[src/rtl/switch_input_arbiter.sv]
// Packet-granular round-robin merge of four AXI4-Stream ingress ports.
// Stamps the one-hot source port into tuser[23:16]; one registered output stage.
module switch_input_arbiter #(
  parameter int DATA_W = 64,
  parameter int KEEP_W = 8,
  parameter int USER_W = 128,
  parameter int NPORTS = 4
) (
  input  logic                     clk,
  input  logic                     reset,
  input  logic [NPORTS*DATA_W-1:0] s_axis_tdata,
  input  logic [NPORTS*KEEP_W-1:0] s_axis_tkeep,
  input  logic [NPORTS*USER_W-1:0] s_axis_tuser,
  input  logic [NPORTS-1:0]        s_axis_tlast,
  input  logic [NPORTS-1:0]        s_axis_tvalid,
  output logic [NPORTS-1:0]        s_axis_tready,
  output logic [DATA_W-1:0]        m_axis_tdata,
  output logic [KEEP_W-1:0]        m_axis_tkeep,
  output logic [USER_W-1:0]        m_axis_tuser,
  output logic                     m_axis_tlast,
  output logic                     m_axis_tvalid,
  input  logic                     m_axis_tready,
  output logic [NPORTS-1:0]        grant
);

  typedef enum logic {
    IDLE,
    PKT
  } state_t;

  state_t state_q, state_d;

  logic [1:0]        rr_ptr_q, rr_ptr_d;
  logic [1:0]        owner_q, owner_d;
  logic [NPORTS-1:0] grant_q, grant_d;

  logic              found;
  logic [1:0]        pick;
  logic [1:0]        scan_idx;

  logic [DATA_W-1:0] sel_data;
  logic [KEEP_W-1:0] sel_keep;
  logic [USER_W-1:0] sel_user;
  logic              sel_last;
  logic              sel_valid;
  logic [USER_W-1:0] user_stamped;
  logic [7:0]        stamp;

  logic              accept;
  logic              load;

  logic [DATA_W-1:0] m_data_q;
  logic [KEEP_W-1:0] m_keep_q;
  logic [USER_W-1:0] m_user_q;
  logic              m_last_q;
  logic              m_valid_q;

  // Rotating scan: first valid port at or after rr_ptr wins.
  always_comb begin
    found    = 1'b0;
    pick     = rr_ptr_q;
    scan_idx = rr_ptr_q;
    for (int k = 0; k < NPORTS; k++) begin
      scan_idx = rr_ptr_q + 2'(k);
      if (!found && s_axis_tvalid[scan_idx]) begin
        found = 1'b1;
        pick  = scan_idx;
      end
    end
  end

  always_comb begin
    sel_data  = '0;
    sel_keep  = '0;
    sel_user  = '0;
    sel_last  = 1'b0;
    sel_valid = 1'b0;
    for (int i = 0; i < NPORTS; i++) begin
      if (owner_q == 2'(i)) begin
        sel_data  = s_axis_tdata[i*DATA_W +: DATA_W];
        sel_keep  = s_axis_tkeep[i*KEEP_W +: KEEP_W];
        sel_user  = s_axis_tuser[i*USER_W +: USER_W];
        sel_last  = s_axis_tlast[i];
        sel_valid = s_axis_tvalid[i];
      end
    end
  end

  always_comb begin
    stamp               = 8'h01 << {owner_q, 1'b0};
    user_stamped        = sel_user;
    user_stamped[23:16] = stamp;
  end

  assign accept = !m_valid_q || m_axis_tready;
  assign load   = (state_q == PKT) && sel_valid && accept;

  always_comb begin
    s_axis_tready = '0;
    if (state_q == PKT) begin
      s_axis_tready = grant_q & {NPORTS{accept}};
    end
  end

  always_comb begin
    state_d  = state_q;
    rr_ptr_d = rr_ptr_q;
    owner_d  = owner_q;
    grant_d  = grant_q;
    unique case (state_q)
      IDLE: begin
        if (found) begin
          state_d       = PKT;
          owner_d       = pick;
          grant_d       = '0;
          grant_d[pick] = 1'b1;
        end
      end
      PKT: begin
        if (load && sel_last) begin
          state_d  = IDLE;
          rr_ptr_d = owner_q + 2'd1;
          grant_d  = '0;
        end
      end
      default: begin
        state_d = IDLE;
        grant_d = '0;
      end
    endcase
  end

  always_ff @(posedge clk or negedge reset) begin
    if (!reset) begin
      state_q  <= IDLE;
      rr_ptr_q <= '0;
      owner_q  <= '0;
      grant_q  <= '0;
    end else begin
      state_q  <= state_d;
      rr_ptr_q <= rr_ptr_d;
      owner_q  <= owner_d;
      grant_q  <= grant_d;
    end
  end

  // A load on the same edge as a drain keeps tvalid high for full throughput.
  always_ff @(posedge clk or negedge reset) begin
    if (!reset) begin
      m_data_q  <= '0;
      m_keep_q  <= '0;
      m_user_q  <= '0;
      m_last_q  <= 1'b0;
      m_valid_q <= 1'b0;
    end else if (load) begin
      m_data_q  <= sel_data;
      m_keep_q  <= sel_keep;
      m_user_q  <= user_stamped;
      m_last_q  <= sel_last;
      m_valid_q <= 1'b1;
    end else if (m_valid_q && m_axis_tready) begin
      m_valid_q <= 1'b0;
    end
  end

  assign m_axis_tdata  = m_data_q;
  assign m_axis_tkeep  = m_keep_q;
  assign m_axis_tuser  = m_user_q;
  assign m_axis_tlast  = m_last_q;
  assign m_axis_tvalid = m_valid_q;
  assign grant         = grant_q;

endmodule
[config.mk]
export PLATFORM = sky130hd
export DESIGN_NAME = switch_input_arbiter
export DESIGN_NICKNAME = d
export VERILOG_FILES = /design/src/rtl/switch_input_arbiter.sv
export SDC_FILE = /design/constraint.sdc
export NUM_CORES = 1
export LEC_CHECK = 0
export ABC_AREA = 1
export BUFFER_PORTS_ARGS = -buffer_cell sky130_fd_sc_hd__buf_2
export CAP_MARGIN = 15
export CORE_AREA = 2 2 394 396
export DETAILED_ROUTE_END_ITERATION = 7
export DIE_AREA = 0 0 396 398
export PLACE_DENSITY = 0.32
export SYNTH_ARGS = -nofsm -noshare
export SYNTH_HDL_FRONTEND = slang
export SYNTH_SLANG_ARGS = --single-unit
[constraint.sdc]
create_clock -name clk -period 2.8 [get_ports clk]
set_clock_uncertainty 0.05 [all_clocks]
set_input_delay 0.56 -clock clk [delete_from_list [all_inputs] [get_ports clk]]
set_output_delay 0.56 -clock clk [all_outputs]
set_load 0.01 [all_outputs]
# --- Word-level counts from Yosys, hierarchy flattened ---
# Index checks and enable logic that the tools add are counted.
word_totals:
  ff_bits: 211
  in_bits: 811
  out_inout_bits: 210
classes:
  n_addsub: 4
  order_cmp: 6
  eq_ne: 5
  n_shift: 1
  n_mux: 46
  bitwise_logic: 2
  reduce_logical: 18
ops:
  columns: ["cell", "n"]
  rows:
  - ["128-bit two-way mux", 4]
  - ["64-bit two-way mux", 4]
  - ["8-bit two-way mux", 4]
  - ["1-bit two-way mux", 21]
  - ["2-bit by 3-bit < comparator with 1-bit output, second input constant", 5]
  - ["4-bit two-way mux", 3]
  - ["1-bit binary-select mux with 2-bit select", 4]
  - ["1-bit logical AND", 8]
  - ["4-bit one-hot mux with 2 select lines", 1]
  - ["1-bit by 3-bit left shift with 8-bit output, first input constant", 1]
  - ["2-bit two-way mux", 3]
  - ["2-bit AND reduction", 3]
  - ["2-bit by 1-bit adder with 2-bit output, second input constant", 2]
  - ["2-bit adder, second input constant", 2]
  - ["4-bit AND", 1]
  - ["2-bit == test, second input constant", 2]
  - ["1-bit logical NOT", 4]
  - ["1-bit demux with 2-bit select", 1]
  - ["2-bit by 1-bit == test with 1-bit output, second input constant", 1]
  - ["2-bit by 1-bit greater-or-equal comparator with 1-bit output, second input constant", 1]
  - ["2-bit logical NOT", 1]
  - ["2-bit by 1-bit inequality test with 1-bit output, second input constant", 1]
  - ["2-bit inequality test, second input constant", 1]
  - ["1-bit one-hot mux with 2 select lines", 1]
  - ["other kinds (3)", 3]

# --- Depth between registers and ports, before layout ---
# Gate-level depths: netlist (run 1).
depth:
  ltp_word: 18
  ltp_mapped: 15
  depth_no_buf: 13

# --- Worst setup path after synthesis (run 1) ---
# OpenSTA, ideal clock, no wires.
synth_path:
  kind: "register to register"
  startpoint: "register owner_q[0]"
  endpoint: "register rr_ptr_q[1]"
  setup_ps: 129
  arrival_time_ps: 1808
  t_required_ps: 2621
  path_slack_ps: 813
  stages_incl_launch_ff: 13
  synth_period_minus_slack_ps: 1987
  path_cell_list: "dfrtp_1 > inv_1 > ha_1 > buf_2 > inv_2 > buf_4 > buf_4 > buf_4 > o211ai_1 > a22oi_1 > nand2_1 > nor2_1 > a21oi_1"
synth_between:
  elab_chain_cells: 9
  elab_cells_between_ends: 17
  cone_classes: "1 x add/sub; 3 x eq/ne; 8 x mux; 5 x reduce/logical"
synth_lines:
  columns: ["element", "line_no", "source"]
  rows:
  - ["start, declared", "34", "logic [1:0] owner_q, owner_d;"]
  - ["start signal, assigned", "142", "owner_q <= owner_d;"]
  - ["2-bit logical NOT", "79", "if (owner_q == 2'(i)) begin"]
  - ["1-bit two-way mux (4 in series)", "79", null]
  - ["1-bit logical AND (2 in series)", "96", "assign load = (state_q == PKT) && sel_valid && accept;"]
  - ["1-bit logical AND", "120", "if (load && sel_last) begin"]
  - ["2-bit AND reduction (no line)", null, null]
  - ["end signal, assigned", "141", "rr_ptr_q <= rr_ptr_d;"]
  - ["end, declared", "33", "logic [1:0] rr_ptr_q, rr_ptr_d;"]
# Parallel ways exist; a longest one is shown, timed or not.
# A chain may end at the register's enable or synchronous reset.

# --- Worst setup path in the final report (run 1) ---
layout_path:
  startpoint: "register owner_q[1]"
  endpoint: "register m_user_q[73], in the netlist m_axis_tuser[73]"
layout_between:
  elab_chain_cells: 7
  elab_cells_between_ends: 14
  cone_classes: "3 x eq/ne; 8 x mux; 3 x reduce/logical"
layout_lines:
  columns: ["element", "line_no", "source"]
  rows:
  - ["2-bit logical NOT", "79", null]
  - ["1-bit two-way mux (4 in series)", "79", null]
  - ["1-bit logical AND (2 in series)", "96", null]
  - ["end signal, assigned", "158", "m_user_q <= user_stamped;"]
  - ["end, declared", "54", "logic [USER_W-1:0] m_user_q;"]
# Parallel ways exist; a longest one is shown, timed or not.

==> results.py, run 1 <==
metrics = {
    "synthesis": {
        "synthXorXnorAreaFrac": 0,
        "synth_area_sq_um": 13900,
        "synth_ff_type": "dfrtp_1",
        "synthCells": 2152,
        "synth-async-reset-ratio": 1.00,
        "synthTopCellsByArea": "dfrtp_1, nand2_1, nand3_1",
        "synthSimpleGateAreaFrac": 0.352,
        "muxShareOfSynthArea": 0,
        "synth-edff-count": 0,
        "post-synth-top-area-fraction": 0.373,
        "synth.most_common_cell": "nand2_1",
        "yosysSeqAreaShare": 0.373,
        "synth_cell_types": 24,
        "netlist_top_cells_count": "nand2_1, nand3_1, o21ai_0, dfrtp_1, a21oi_1",
        "synth-adder-area-share": 0.00360,
        "synth_top_family_by_area": "simple AND/OR/NAND/NOR gates",
        "ys_warn_count": 0,
        "ys_ff_latch": 207,
        "synth_compound_area_frac": 0.205,
        "avgSynthCellArea_sq_um": 6.45,
        "yosysTopAreaCell": "dfrtp_1",
    },
    "setup_path": {
        "critPathLaunchType": "register",
        "worstPathArrival_ps": 3110,
        "endpoint_kind": "register",
        "critPathMostFrequentCell": "buf_4",
        "critical_path_class": "register to register",
        "cp_slowest_cell": "dfrtp_1",
        "critPathMaxFanout": 20,
        "cp_cell_sequence": "inv_1 -> ha_4 -> inv_8 -> buf_12 -> buf_4 -> nand3_1 -> a211oi_1 -> buf_4 -> a21oi_1 -> o21ai_0",
        "worstPathRequired_ps": 3280,
        "max_stage_delay_ps": 450,
    },
    "timing": {
        "finalSetupViolations": 0,
        "post-route-period-util": 0.940,
        "grt_setup_unrepaired": "false",
        "setup_ws_ps": 168,
        "max-slew-margin-rel": 0.530,
        "period_minus_slack_ps": 2630,
        "hold_viol_final": 0,
        "fin_hold_ws_ps": 189,
        "drv_slew": 0,
        "worstMarginPinSlew_ps": 697,
        "fmax_mhz": 380,
    },
    "floorplanning": {
        "dieArea_sq_um": 158000,
        "fp.dieW_um": 396,
        "rows": 144,
        "start_util": 0.0906,
        "io_pins": 1021,
        "die_y_um": 398,
        "core_sq_um": 153000,
    },
    "pwr": {
        "power_density_nw_per_um2": 1200,
        "p_total_uw": 27500,
        "ir_drop_v": 0.000684,
        "leakagePower_uw": 0.0113,
    },
    "final_layout": {
        "nets": 3903,
        "multi_input_area_sq_um": 7890,
        "area_growth_pct": 65.0,
        "fill_cells": 18000,
        "seq_area_sq_um": 5180,
        "drive_gt1_frac": 0.373,
    },
    "route": {
        "drt_iter0_markers": 1252,
        "drcViolationCount": 0,
        "wl_per_cell_um": 20.0,
        "vias_per_cell": 3.63,
        "vias": 18700,
        "drtAntennaViolNets": 0,
        "drt-total-wl_mm": 103,
        "drt_first_pass_iters": 5,
    },
    "clock_network": {
        "cts-root-buf": "clkbuf_16",
        "cts_tree": "built",
        "clockBufferDepth": 3,
        "clkTransAtPathRegs_ps": 60,
        "cts_buffers": 29,
        "cts.sinks": 207,
        "clk_latency_ps": 600,
        "cts_setup_buffers": 0,
        "htree_num_levels": 1,
    },
    "grt": {
        "grt_pass1_wl_mm": 141,
        "grt_pass1_vias": 18700,
        "grt_max_degree": 113,
        "grt_overflow": 0,
        "antenna_found_initial": 41,
        "track_usage": 0.124,
    },
    "placed_design": {
        "io_buffers": 984,
        "dpl.hpwl_mm": 84.2,
        "preCtsSetupSlack_ps": -379,
        "place_congestion": 0.876,
    },
    "outcome": {
        "status": "complete, no violations",
    },
    "min_path": {
        "min_path_type": "input pin to register",
    },
    "flow_run": {
        "maxCapViolCount": 0,
    },
}
area by class of cell:
cell class                 count  area share
inverter                      21     0.00442
sequential                   207       0.226
tap                         2044       0.112
clock buffer                  42      0.0369
timing repair buffer        1102       0.274
antenna                        9    0.000983
clock inverter                 5     0.00235
multi-input combinational   1727       0.344
layer usage:
layer / vias to the layer above / wire, um / GRT usage
met5: - / 117 / 0
met4: 16 / 2410 / 0.0278
met3: 124 / 6350 / 0.0260
met2: 663 / 49800 / 0.213
met1: 8796 / 44300 / 0.158
li1: 9118 / - / -
cell families after synthesis:
family	Yosys count
AO/OA/AOI/OAI	531
other	1
adder cells (fa/ha/maj)	4
buffers and inverters	221
flip-flops	207
AND/OR/NAND/NOR	1188
worst max-delay path: cells and delay by family (launching register included):
family | cells | cell delay, ps
adder cells (fa/ha/maj) | 1 | 220
flip-flops | 1 | 450
AO/OA/AOI/OAI | 3 | 570
AND/OR/NAND/NOR | 1 | 240
buffers and inverters | 5 | 950
report_power, final:
| group | internal [uW] | switching [uW] |
|---|---|---|
| logic | 6390 | 12400 |
| clock network | 2140 | 1580 |
| registers | 4350 | 709 |
| total | 12900 | 14600 |
sequential cells by signal, summed over array words and instances, names as in the netlist:
signal         flops
m_axis_tuser     124
m_axis_tlast       1
state_q            1
owner_q            2
rr_ptr_q           2
grant              4
m_axis_tkeep       8
m_axis_tdata      64
m_axis_tvalid      1
timing repair:
action	4_1_cts	5_1_grt
pin swaps	0	1
setup endpoints to repair	4	4
gates resized for setup	5	5
endpoints found under the hold margin	51	0
hold buffers	1	0
worst paths after layout:
kind,startpoint,end,slack (ps),cells past startpoint
setup / recovery,owner_q[1],m_axis_tuser[73],170,10
hold / removal,s_axis_tuser[475],m_axis_tuser[91],190,3
setup reg to reg,owner_q[1],m_axis_tuser[73],170,10
hold reg to reg,m_axis_tuser[87],m_axis_tuser[87],410,2
max in group asynchronous,reset,m_axis_tdata[15],1450,3
min in group asynchronous,reset,m_axis_tdata[38],450,2
through the flow:
step	cells	area [sq um]	setup TNS (ps)	util
6_report	5157	22900	0	0.149
5_1_grt	5153	22900	0	0.149
4_1_cts	5148	22900	0	0.149
3_5_place_dp	5100	21900	-617	0.143
3_3_place_gp	5100	21900	-661	0.143
2_1_floorplan	2155	13900	0	-
cell usage in the layout, fill, tap and decap left out, types with 2 or more instances in the layout:
cell       instances
buf_4             80
ha_4               4
o21ai_1           15
nor2_1            75
buf_2            983
a211oi_4           2
nand2_1          775
inv_8              3
buf_12            35
dfrtp_1          207
clkbuf_1           6
inv_1             15
diode_2            9
clkbuf_8           7
a211oi_1          64
inv_2              3
nand3_1          333
conb_1             4
o21ai_0          306
clkinv_2           3
a21oi_1          139
buf_6              2
nand4_1            2
clkbuf_16         29
Power figures use the tool's default switching activity.
==> run 2: changes to the inputs <==
--- a/config.mk
+++ b/config.mk
@@ -11,6 +11,7 @@
 export CORE_AREA = 2 2 394 396
 export DETAILED_ROUTE_END_ITERATION = 7
 export DIE_AREA = 0 0 396 398
+export MAX_ROUTING_LAYER = met4
 export PLACE_DENSITY = 0.32
 export SYNTH_ARGS = -nofsm -noshare
 export SYNTH_HDL_FRONTEND = slang
==> results.py, run 2 (synthesis gave the netlist of run 1 again) <==
metrics = {
    "pwr": {
        "power_density_nw_per_um2": 1200,
        "p_total_uw": 27400,
        "ir_drop_v": 0.000689,
        "leakagePower_uw": 0.0113,
    },
    "setup_path": {
        "critical_path_class": "register to register",
        "max_stage_delay_ps": 510,
        "critPathMaxFanout": 43,
        "critPathMostFrequentCell": "buf_12",
        "critPathLaunchType": "register",
        "worstPathRequired_ps": 3290,
        "crit_buf_inv": 4,
        "cp_slowest_cell": "a211oi_2",
        "reg2reg_depth": 9,
        "cp_cell_sequence": "inv_1 -> ha_4 -> buf_12 -> buf_12 -> nand3_1 -> a211oi_2 -> buf_4 -> a21oi_1 -> o21ai_0",
        "r2r_setup_slack_ps": 190,
        "crit_family": "buffers and inverters",
        "endpoint_kind": "register",
        "worstPathArrival_ps": 3090,
        "worst-path-stages": 9,
    },
    "timing": {
        "hold_viol_final": 0,
        "fmax_mhz": 384,
        "grt_setup_unrepaired": "false",
        "period_minus_slack_ps": 2610,
        "worstMarginPinSlew_ps": 740,
        "max-slew-margin-rel": 0.501,
        "post-route-period-util": 0.931,
        "drv_slew": 0,
        "finalSetupViolations": 0,
    },
    "grt": {
        "track_usage": 0.128,
        "grt_max_degree": 122,
        "grt_pass1_wl_mm": 141,
        "grt_pass1_vias": 18800,
        "antenna_found_initial": 45,
        "grt_overflow": 0,
    },
    "final_layout": {
        "drive_gt1_frac": 0.374,
        "area_growth_pct": 64.7,
        "final_cell_mix": "buf_2, nand2_1, nand3_1",
        "largest_reg_flops": 124,
        "nets": 3909,
        "final_cell_area_sq_um": 22900,
        "stdcell_count": 5172,
        "final_common_cell": "buf_2",
    },
    "floorplanning": {
        "dieArea_sq_um": 158000,
        "die_y_um": 398,
        "fp.dieW_um": 396,
        "start_util": 0.0906,
        "rows": 144,
        "io_pins": 1021,
        "core_sq_um": 153000,
    },
    "route": {
        "vias": 18800,
        "drcViolationCount": 0,
        "drtAntennaViolNets": 0,
        "drt_iter0_markers": 1242,
        "wl_per_cell_um": 20.0,
        "vias_per_cell": 3.64,
        "drt-total-wl_mm": 103,
        "drt_first_pass_iters": 5,
    },
    "placed_design": {
        "dpl.hpwl_mm": 84.5,
        "place_area_sq_um": 21800,
        "place_congestion": 0.907,
        "dp_cells": 5104,
        "io_buffers": 984,
    },
    "clock_network": {
        "cts_setup_buffers": 0,
        "cts_tree": "built",
        "cts.sinks": 207,
        "cts-root-buf": "clkbuf_16",
        "clkTransAtPathRegs_ps": 60,
        "clockBufferDepth": 3,
        "htree_num_levels": 1,
        "cts_buffers": 31,
        "clk_latency_ps": 610,
    },
    "flow_run": {
        "maxCapViolCount": 0,
    },
    "outcome": {
        "status": "complete, no violations",
    },
    "min_path": {
        "min_path_type": "input pin to register",
        "hold_path_depth": 3,
    },
}
==> run 2: changes by cell type in the layout (fill, tap and decap cells not counted), sizes merged <==
cell	change
diode	+3
buf	+4
clkinv	+1
clkbuf	+7
inv	-1
bufinv	+1
==> run 2: report_power, final <==
part           leakage [uW]  switching [uW]  internal (uW)
Combinational       0.00821           12200           6140
Clock              0.000489            1610           2380
Sequential          0.00264             702           4360
==> run 2: timing repair <==
item | CTS | global route
hold buffers | 1 | 0
resized for setup | 3 | 2
hold endpoints to repair | 46 | 0
pin swaps | 0 | 0
endpoints found under the setup margin | 3 | 3
==> run 2: worst register-to-register path: stages, from the launching register on <==
cell and delay, ps:
dfrtp_1 460, inv_1 210, ha_4 210, buf_12 240
buf_12 340, nand3_1 120, a211oi_2 510, buf_4 210
a21oi_1 30, o21ai_0 160
==> run 2: metal layers <==
| layer | global-route usage | routed length, um |
|---|---|---|
| met5 | - | 0 |
| met4 | 0.0223 | 2030 |
| met3 | 0.0236 | 5860 |
| met2 | 0.215 | 50100 |
| met1 | 0.160 | 45300 |
==> run 2: cell type report <==
| type | instances | area, sq um |
|---|---|---|
| Clock inverter | 6 | 80.1 |
| Antenna cell | 12 | 30.0 |
| Timing Repair Buffer | 1106 | 6140 |
| Tap cell | 2044 | 2560 |
| Sequential cell | 207 | 5180 |
| Inverter | 21 | 101 |
| Multi-Input combinational cell | 1727 | 7870 |
| Fill cell | 18100 | 130000 |
| Clock buffer | 49 | 913 |
==> run 2: worst paths after layout <==
path                                   start                to
max                               owner_q[0]   m_axis_tdata[6]
min                        s_axis_tdata[198]   m_axis_tdata[6]
max reg2reg                       owner_q[0]   m_axis_tdata[6]
min reg2reg                 m_axis_tdata[25]  m_axis_tdata[25]
max in group asynchronous              reset  m_axis_tdata[41]
min in group asynchronous              reset  m_axis_tdata[29]
==> run 2: stage by stage <==
stage / utilization / setup WS [ps] / hold WS, ps / TNS [ps]
6_report: 0.149 / 193 / 181 / 0
3_3_place_gp: 0.142 / -283 / 401 / -429
5_1_grt: 0.149 / 17.3 / 153 / 0
3_5_place_dp: 0.142 / -286 / 404 / -451
4_1_cts: 0.149 / 1.24 / 101 / 0
2_1_floorplan: - / 813 / 214 / 0
==> run 3: changes to the inputs <==
--- a/config.mk
+++ b/config.mk
@@ -8,9 +8,9 @@
 export ABC_AREA = 1
 export BUFFER_PORTS_ARGS = -buffer_cell sky130_fd_sc_hd__buf_2
 export CAP_MARGIN = 15
-export CORE_AREA = 2 2 394 396
+export CORE_AREA = 2 2 396 398
 export DETAILED_ROUTE_END_ITERATION = 7
-export DIE_AREA = 0 0 396 398
+export DIE_AREA = 0 0 398 400
 export MAX_ROUTING_LAYER = met4
 export PLACE_DENSITY = 0.32
 export SYNTH_ARGS = -nofsm -noshare
==> results.py, run 3 (synthesis gave the netlist of run 1 again) <==
metrics = {
    "pwr": {
        "power_density_nw_per_um2": 1180,
        "leakagePower_uw": 0.0113,
        "ir_drop_v": 0.000837,
    },
    "timing": {
        "worstMarginPinSlew_ps": 812,
        "grt_setup_unrepaired": "false",
        "max-slew-margin-rel": 0.453,
        "tns_ps": 0,
        "drv_slew": 0,
        "period_minus_slack_ps": 2600,
        "fmax_mhz": 385,
        "post-route-period-util": 0.928,
        "finalSetupViolations": 0,
        "hold_viol_final": 0,
    },
    "grt": {
        "antenna_found_initial": 53,
        "grt_pass1_wl_mm": 138,
        "grt_pass1_vias": 18300,
        "grt_max_degree": 94,
        "track_usage": 0.125,
        "grt_overflow": 0,
    },
    "setup_path": {
        "r2r_start": "owner_q[1]",
        "critical_path_class": "register to register",
        "critPathLaunchType": "register",
        "critPathMaxFanout": 38,
        "r2r_setup_slack_ps": 200,
        "worstPathRequired_ps": 3290,
        "worstPathArrival_ps": 3090,
        "endpoint": "m_axis_tkeep[5]",
        "worstReg2RegEnd": "m_axis_tkeep[5]",
        "reg2reg_depth": 9,
        "endpoint_kind": "register",
        "critPathLaunch": "owner_q[1]",
    },
    "floorplanning": {
        "rows": 145,
        "start_util": 0.0895,
        "dieArea_sq_um": 159000,
        "core_sq_um": 155000,
        "io_pins": 1021,
        "die_y_um": 400,
        "fp.dieW_um": 398,
    },
    "clock_network": {
        "cts_tree": "built",
        "cts_setup_buffers": 0,
        "clk_latency_ps": 620,
        "cts_buffers": 30,
        "cts.sinks": 207,
        "clkTransAtPathRegs_ps": 70,
        "clockBufferDepth": 3,
        "cts-root-buf": "clkbuf_16",
        "htree_num_levels": 1,
    },
    "final_layout": {
        "largest_reg_flops": 124,
        "area_growth_pct": 64.3,
        "nets": 3893,
        "utilization": 0.147,
        "multi_input_area_sq_um": 7860,
        "fill_cells": 18300,
        "seq_area_sq_um": 5180,
        "final_common_cell": "buf_2",
        "drive_gt1_frac": 0.371,
        "final_cell_mix": "buf_2, nand2_1, nand3_1",
        "final_cell_area_sq_um": 22800,
    },
    "min_path": {
        "min_path_type": "input pin to register",
        "hold_start": "s_axis_tuser[500]",
    },
    "route": {
        "drt_iter0_markers": 1249,
        "drtAntennaViolNets": 0,
        "drt_first_pass_iters": 5,
        "vias_per_cell": 3.62,
        "drcViolationCount": 0,
        "drt-total-wl_mm": 103,
        "wl_per_cell_um": 19.9,
        "vias": 18700,
    },
    "placed_design": {
        "place_area_sq_um": 21700,
        "dpl.hpwl_mm": 82.8,
        "io_buffers": 984,
        "place_congestion": 0.851,
    },
    "flow_run": {
        "maxCapViolCount": 0,
    },
    "outcome": {
        "status": "complete, no violations",
    },
}
run 3: changes by cell type in the layout (fill, tap and decap cells not counted), sizes merged:
cell,change
inv,+1
clkinv,+2
diode,+9
clkinvlp,+1
buf,-15
clkbuf,-5
bufinv,+1
run 3: cell type report:
class	instances	share of cell area
Inverter	21	0.00444
Timing Repair Buffer	1091	0.264
Sequential cell	207	0.227
Clock buffer	44	0.0383
Tap cell	2058	0.113
Multi-Input combinational cell	1727	0.344
Clock inverter	11	0.00663
Antenna cell	21	0.00230
run 3: worst min-delay path by stage:
stage / end / slack [ps] / cells past startpoint
2_1_floorplan: grant[0] / 210 / 0
3_3_place_gp: m_axis_tuser[57] / 400 / 2
3_5_place_dp: m_axis_tuser[66] / 400 / 2
4_1_cts: m_axis_tuser[91] / 90 / 3
5_1_grt: m_axis_tuser[100] / 120 / 3
6_report: m_axis_tuser[116] / 170 / 3
run 3: power breakdown:
part	total [uW]	internal [uW]	switching [uW]	leakage, uW
logic	17800	5970	11900	0.00813
registers	5060	4350	707	0.00264
clock network	4100	2420	1670	0.000502
run 3: routing by layer:
layer / wire length, um / track usage
met5: 0 / -
met2: 49300 / 0.202
met1: 44200 / 0.154
met4: 1690 / 0.0280
met3: 7680 / 0.0336
run 3: repair_timing:
item / in CTS / in global routing
setup endpoints to repair: 0 / 1
hold buffers: 1 / 0
hold endpoints to repair: 55 / 0
resized for setup: 0 / 1
run 3: stage by stage:
stage | worst slack [ps] | power, uW | cells | hold WS (ps)
final | 201 | 27000 | 5180 | 169
after global routing | 111 | 29700 | 5177 | 122
after CTS | 35.4 | 27800 | 5159 | 88.6
after detailed placement | 41.8 | 23500 | 5103 | 403
after global placement | 56.3 | 23500 | 5103 | 403
after floorplan | 813 | 14900 | 2155 | 214
run 3: worst max-delay path: stages, from the launching register on:
cell,delay [ps]
dfrtp_1,450
inv_1,170
ha_4,240
buf_12,250
buf_4,280
nand3_1,120
a211oi_1,460
buf_4,210
a21oi_1,40
o21ai_0,150
